`config.mk`:
```
export PLATFORM = sky130hd
export DESIGN_NAME = puf_resp_streamer
export DESIGN_NICKNAME = d
export VERILOG_FILES = /design/src/rtl/puf_stream_pkg.sv /design/src/rtl/puf_resp_streamer_crc8_step.sv /design/src/rtl/puf_resp_streamer.sv
export SDC_FILE = /design/constraint.sdc
export NUM_CORES = 1
export LEC_CHECK = 0
export BUFFER_PORTS_ARGS = -buffer_cell sky130_fd_sc_hd__buf_4
export CORE_ASPECT_RATIO = 1.75
export CORE_MARGIN = 2
export CORE_UTILIZATION = 49
export CTS_CLUSTER_DIAMETER = 50
export DETAILED_ROUTE_END_ITERATION = 8
export GPL_TIMING_DRIVEN = 0
export PLACE_DENSITY_LB_ADDON = 0.05
export SETUP_SLACK_MARGIN = 0.5
export SLEW_MARGIN = 20
export SYNTH_ARGS = -nofsm -noshare
export SYNTH_HDL_FRONTEND = slang
export SYNTH_HIERARCHICAL = 1
export SYNTH_SLANG_ARGS = --single-unit
```
`constraint.sdc`:
```
create_clock -name clk -period 4.74 [get_ports clk]
set_input_delay 0.948 -clock clk [delete_from_list [all_inputs] [get_ports clk]]
set_output_delay 0.948 -clock clk [all_outputs]
set_load 0.005 [all_outputs]
```
`src/rtl/puf_stream_pkg.sv`:
```
// puf_stream_pkg: shared state encoding and constants for the PUF response streamer
package puf_stream_pkg;

    typedef enum logic [2:0] {IDLE, HDR, DATA, CRC, DONE} state_e;

    localparam logic [7:0] HDR_BYTE_DEFAULT = 8'hA5;
    localparam logic [7:0] CRC8_POLY        = 8'h07;

endpackage

```
`src/rtl/puf_resp_streamer_crc8_step.sv`:
```
// crc8_step: one-byte combinational CRC-8 update (MSB-first, no reflection)
module crc8_step
    import puf_stream_pkg::*;
(
    input  logic [7:0] crc_in,
    input  logic [7:0] data_in,
    output logic [7:0] crc_out
);

    logic [7:0] c;

    // fold the byte in, then shift out eight bits against the polynomial
    always_comb begin
        c = crc_in ^ data_in;
        for (int i = 0; i < 8; i++)
            c = c[7] ? ({c[6:0], 1'b0} ^ CRC8_POLY) : {c[6:0], 1'b0};
        crc_out = c;
    end

endmodule

```
`src/rtl/puf_resp_streamer.sv`:
```
// puf_resp_streamer: captures the PUF response and streams it as a framed byte stream; PUF_STREAM_CRC8_EN appends a CRC-8 trailer
module puf_resp_streamer
    import puf_stream_pkg::*;
#(
    parameter int         RESP_W   = 128,
    parameter logic [7:0] HDR_BYTE = HDR_BYTE_DEFAULT
) (
    input  logic              clk,
    input  logic              rst,
    input  logic [RESP_W-1:0] puf_out,
    input  logic              puf_done,
    input  logic              resend_req,
    input  logic              tx_ready,
    output logic              tx_valid,
    output logic [7:0]        tx_data,
    output logic              busy,
    output logic              frame_done,
    output logic              overrun
);

    localparam int NUM_BYTES = RESP_W / 8;
    localparam int CNT_W     = NUM_BYTES > 1 ? $clog2(NUM_BYTES) : 1;
    localparam logic [CNT_W-1:0] LAST = CNT_W'(NUM_BYTES - 1);

    state_e                  state_q, state_d;
    logic [RESP_W-1:0]       shadow_q, shadow_d;
    logic [CNT_W-1:0]        cnt_q, cnt_d;
    logic [7:0]              tx_data_q, tx_data_d;
    logic                    tx_valid_q, tx_valid_d;
    logic                    frame_done_q, frame_done_d;
    logic                    overrun_q, overrun_d;
    logic                    done_q;
    logic                    cap, xfer, restart;
    logic [CNT_W-1:0]        nxt_cnt, byte_idx;
    logic [NUM_BYTES-1:0][7:0] shadow_b;

    assign cap      = puf_done & ~done_q;
    assign xfer     = tx_valid_q & tx_ready;
    assign busy     = state_q inside {HDR, DATA, CRC};
    assign restart  = cap || (state_q == DONE && resend_req);
    assign nxt_cnt  = cnt_q + 1'b1;
    assign byte_idx = LAST - nxt_cnt;
    assign shadow_b = shadow_q;

    assign tx_valid   = tx_valid_q;
    assign tx_data    = tx_data_q;
    assign frame_done = frame_done_q;
    assign overrun    = overrun_q;

`ifdef PUF_STREAM_CRC8_EN
    logic [7:0] crc_q, crc_d, crc_nx;

    crc8_step u_crc (
        .crc_in  (crc_q),
        .data_in (tx_data_q),
        .crc_out (crc_nx)
    );
`endif

    // frame sequencing: capture/replay start, byte advance, trailer and completion
    always_comb begin
        state_d      = state_q;
        shadow_d     = shadow_q;
        cnt_d        = cnt_q;
        tx_data_d    = tx_data_q;
        tx_valid_d   = tx_valid_q;
        frame_done_d = 1'b0;
        overrun_d    = overrun_q | (cap & busy);
`ifdef PUF_STREAM_CRC8_EN
        crc_d        = crc_q;
`endif
        case (state_q)
            IDLE, DONE: begin
                if (restart) begin
                    shadow_d   = cap ? puf_out : shadow_q;
                    cnt_d      = '0;
                    tx_data_d  = HDR_BYTE;
                    tx_valid_d = 1'b1;
                    state_d    = HDR;
`ifdef PUF_STREAM_CRC8_EN
                    crc_d      = '0;
`endif
                end
            end
            HDR: begin
                if (xfer) begin
                    tx_data_d = shadow_q[RESP_W-1 -: 8];
                    state_d   = DATA;
                end
            end
            DATA: begin
                if (xfer) begin
`ifdef PUF_STREAM_CRC8_EN
                    crc_d = crc_nx;
`endif
                    if (cnt_q != LAST) begin
                        cnt_d     = nxt_cnt;
                        tx_data_d = shadow_b[byte_idx];
                    end else begin
`ifdef PUF_STREAM_CRC8_EN
                        tx_data_d = crc_nx;
                        state_d   = CRC;
`else
                        frame_done_d = 1'b1;
                        tx_valid_d   = 1'b0;
                        state_d      = DONE;
`endif
                    end
                end
            end
            CRC: begin
                if (xfer) begin
                    frame_done_d = 1'b1;
                    tx_valid_d   = 1'b0;
                    state_d      = DONE;
                end
            end
            default: state_d = IDLE;
        endcase
    end

    // state registers; reset aborts any frame in progress
    always_ff @(posedge clk or posedge rst) begin
        if (rst) begin
            state_q      <= IDLE;
            shadow_q     <= '0;
            cnt_q        <= '0;
            tx_data_q    <= '0;
            tx_valid_q   <= 1'b0;
            frame_done_q <= 1'b0;
            overrun_q    <= 1'b0;
            done_q       <= 1'b0;
`ifdef PUF_STREAM_CRC8_EN
            crc_q        <= '0;
`endif
        end else begin
            state_q      <= state_d;
            shadow_q     <= shadow_d;
            cnt_q        <= cnt_d;
            tx_data_q    <= tx_data_d;
            tx_valid_q   <= tx_valid_d;
            frame_done_q <= frame_done_d;
            overrun_q    <= overrun_d;
            done_q       <= puf_done;
`ifdef PUF_STREAM_CRC8_EN
            crc_q        <= crc_d;
`endif
        end
    end

endmodule

```
==> summary.log <==
qor: clocking.max-clock-path-buffers 2
qor: clocking.clkTransAtPathRegs 0.06 ns
qor: layout.fillerInstances 1078
qor: yosys.synth_cell_type_count 39
qor: power.pwr-share-comb 37.5%
qor: drt.dr_wl_met3 735 µm
qor: sta.layout_min_cycle_time 3.01 ns
qor: clocking.root_buffer clkbuf_16
qor: floorplanning.rows 56
qor: power.power_report.internal_total 3.79 mW
qor: flow_run.number_of_max_cap_violations 0
qor: floorplanning.die-area 0.0147 mm²
qor: layout.finalNonFillerCells 837
qor: worst_setup_path.critPathSlowestCell clkbuf_1
qor: global_routing.overflow 0
qor: yosys.most_used_dff_post_synth dfrtp_1
qor: layout.ant_diodes 0
qor: worst_setup_path.crit-reg2reg-launch cnt_q[1]
qor: global_routing.grt_max_degree 35
qor: yosys.synth_common_cells dfrtp_1 (147), mux2_2 (128), nand2_1 (40), mux4_2 (27), clkbuf_1 (19)
qor: floorplanning.start_util 50.2%
qor: worst_setup_path.timing.reg2reg.worst_path_depth 7
qor: placed_design.gp_routability_congestion 0.860
qor: floorplanning.top_level_ports 145
qor: yosys.async_reset_ff_share 100%
qor: drt.routedLengthMet1 6700 µm
qor: yosys.synth_sequential_area_ratio 54.7%
qor: drt.drcViolationCount 0
qor: layout.register_area 0.00368 mm²
qor: placed_design.hpwlAfterDp 13500 µm
qor: drt.num_vias 4693
qor: worst_setup_path.critPathMaxStageDelay 0.66 ns
qor: sta.final_number_of_max_transition_violations 0
qor: worst_setup_path.crit_required 5.04 ns
qor: clocking.number_of_gates_resized_after_cts 0
qor: yosys.postSynthAreaPerCell 13.9 µm²
qor: yosys.number_of_warnings_printed_during_yosys_synthesis 6
qor: sta.tightest_slew 0.913 ns
qor: clocking.cts_tree built
qor: layout.post-route-util 65.1%
qor: sta.final_report_setup_violation_count 0
qor: drt.length_of_routed_met2_wiring 9940 µm
qor: worst_setup_path.critPathTopFamily buffers and inverters
qor: sta.final.setup.tns 0 ns
qor: sta.timing.final.hold_violations 0
qor: drt.dr.first_iter.drc_count 219
qor: clocking.clkLatencyLatePin 0.42 ns
qor: yosys.mapped_nets 616
qor: worst_setup_path.cp-end-kind register
qor: worst_setup_path.worstSetupEndpoint tx_data[1]
qor: sta.fmax 0.332 GHz
qor: floorplanning.fp.dieW 92.5 µm
qor: yosys.ys_top_cells_by_area dfrtp_1 (55%), mux2_2 (21%), mux4_2 (9.0%)
qor: power.power.switching_fraction 32.3%
qor: yosys.cell_area_after_technology_mapping 0.00672 mm²
qor: drt.drt-total-wl 17800 µm
qor: layout.multi_input_comb_area 0.00291 mm²
qor: drt.final_antenna_net_count 0
qor: power.seq_power_share 39.5%
qor: power.power-per-cell-area 642 mW/mm²
qor: clocking.cts-buffers-inserted 17
qor: power.static-leakage-power 3.79 nW
qor: drt.vias_per_cell 5.61
qor: worst_setup_path.timing.setup.critical_path_class register to register
qor: yosys.synth_largest_type_area_fraction 54.7%
qor: yosys.synthMostInstantiatedCell dfrtp_1
qor: placed_design.portBuffers 144
qor: power.p_clk_share 23.0%
qor: power.worst_ir_drop_vdd 0.331 mV
qor: drt.wl_per_cell 21.2 µm
qor: min_path.worst_hold_path_type register to register
qor: layout.area_growth 29.6%
qor: clocking.tritoncts_num_sinks 147
qor: worst_setup_path.critical_path.n_buffers_inverters 2
qor: worst_setup_path.timing.rr.end tx_data[1]
qor: drt.drt_first_pass_iters 4
qor: worst_setup_path.reg2reg_setup_slack 1.73 ns
qor: layout.layout-drive-gt1-share 52.2%
qor: global_routing.grt_pass1_vias 5236
qor: sta.clock_skew 0.0101 ns
qor: yosys.synth-seq-cells 147
qor: clocking.postCtsSetupBuffers 0
qor: sta.finalCritPeriodShare 63.5%
qor: sta.unrepaired_setup_endpoints_after_global_routing no
qor: power.power.net_switching 1.81 mW
qor: drt.dr.max_layer_used met4
qor: floorplanning.fp.coreArea 0.0134 mm²
qor: floorplanning.height_of_the_chip 159 µm
qor: worst_setup_path.worst-path-max-fanout 10
qor: status.outcome finished clean
qor: worst_setup_path.cell_chain_critical_path ha_1, buf_2, clkbuf_1, mux4_2, nand2_1, a21oi_1, o32a_1
qor: global_routing.grt_pass1_wl 28000 µm
qor: clocking.post_cts_hold_buffer_count 0
qor: yosys.syn-instance-count 482
qor: global_routing.grt_util_all_layers 25.7%
qor: worst_setup_path.critical_path_depth 7
qor: yosys.synth_enable_flop_cells 0
qor: worst_setup_path.critical_path.startpoint_type register
qor: worst_setup_path.timing.critical_path.arrival 3.31 ns
qor: yosys.synth_area_leader_cell dfrtp_1
qor: global_routing.antenna_violations_before_repair 0
qor: placed_design.place_inst 805
qor: worst_setup_path.worst_setup_path_startpoint cnt_q[1]
qor: sta.slew_headroom 39.1%
qor: clocking.cts_max_level 4
qor: layout.design.final.nets 784
==> state kept, by name, summed over array words and instances (netlist names) <==
signal,count
cnt_q,4
frame_done,1
shadow_b,128
state_q,3
done_q,1
tx_data,8
overrun,1
tx_valid,1
==> layer usage <==
layer / global-route usage, % / vias to the layer above
met1: 29.1 / 2390
met3: 4.21 / 36
met4: 10.0 / 0
li1: - / 2117
met2: 47.2 / 150
met5: 0 / -
==> cell families after synthesis <==
family	Yosys count	share of synthesized area (%)
fa+ha+maj	1	0.186
xor+xnor	5	0.652
buf+inv	33	2.08
simple gates	84	5.56
flops	147	54.7
compound gates	56	6.16
mux	156	30.6
==> worst reg2reg max path, stage by stage (launching register included) <==
cell,delay [ns]
dfrtp_1,0.43
ha_1,0.40
buf_2,0.40
clkbuf_1,0.66
mux4_2,0.46
nand2_1,0.09
a21oi_1,0.08
o32a_1,0.35
==> how the worst min path moves through the flow <==
stage | slack (ns) | to | cells after the start | startpoint
after global routing | 0.49 | shadow_b[85] | 2 | rst
after global placement | 0.45 | overrun | 2 | overrun
after floorplan | 0.46 | overrun | 2 | overrun
after detailed placement | 0.46 | overrun | 2 | overrun
after CTS | 0.47 | overrun | 2 | overrun
final | 0.47 | overrun | 2 | overrun
==> power by group through the flow <==
stage	clock network (mW)	logic, mW	registers [mW]
final	1.29	2.10	2.21
after global routing	1.36	2.26	2.28
after CTS	1.31	2.12	2.21
after detailed placement	0	2.11	2.23
after global placement	0	2.03	2.19
after floorplan	0	1.52	2.10
==> layout by cell type, fill, tap and decap left out, drive strengths merged, types with 3 or more instances in the layout <==
cell type	n
a21oi	11
a32oi	4
buf	159
clkbuf	39
clkinvlp	5
dfrtp	147
inv	8
mux2	128
mux4	27
nand2	40
nand2b	5
nand3	12
nor2	15
nor2b	3
o2111a	4
o21a	8
o21ai	8
o22ai	3
o32a	6
xor2	3
==> final cells by class <==
| cell class | instances | share of cell area [%] |
|---|---|---|
| Clock inverter | 12 | 1.39 |
| Sequential cell | 147 | 42.2 |
| Tap cell | 174 | 2.50 |
| Multi-Input combinational cell | 302 | 33.4 |
| Inverter | 4 | 0.215 |
| Clock buffer | 20 | 5.12 |
| Buffer | 29 | 1.44 |
| Timing Repair Buffer | 149 | 13.7 |
==> per-stage QoR <==
stage / hold WS [ns] / instance area, µm² / setup WS (ns) / total power, mW
final: 0.471 / 8720 / 1.73 / 5.59
after CTS: 0.472 / 8720 / 1.75 / 5.64
after global routing: 0.492 / 8720 / 1.64 / 5.91
after global placement: 0.455 / 8030 / 1.08 / 4.22
after floorplan: 0.460 / 6730 / 1.94 / 3.62
after detailed placement: 0.458 / 8150 / 1.74 / 4.34
(Power assumes the default switching activity.)
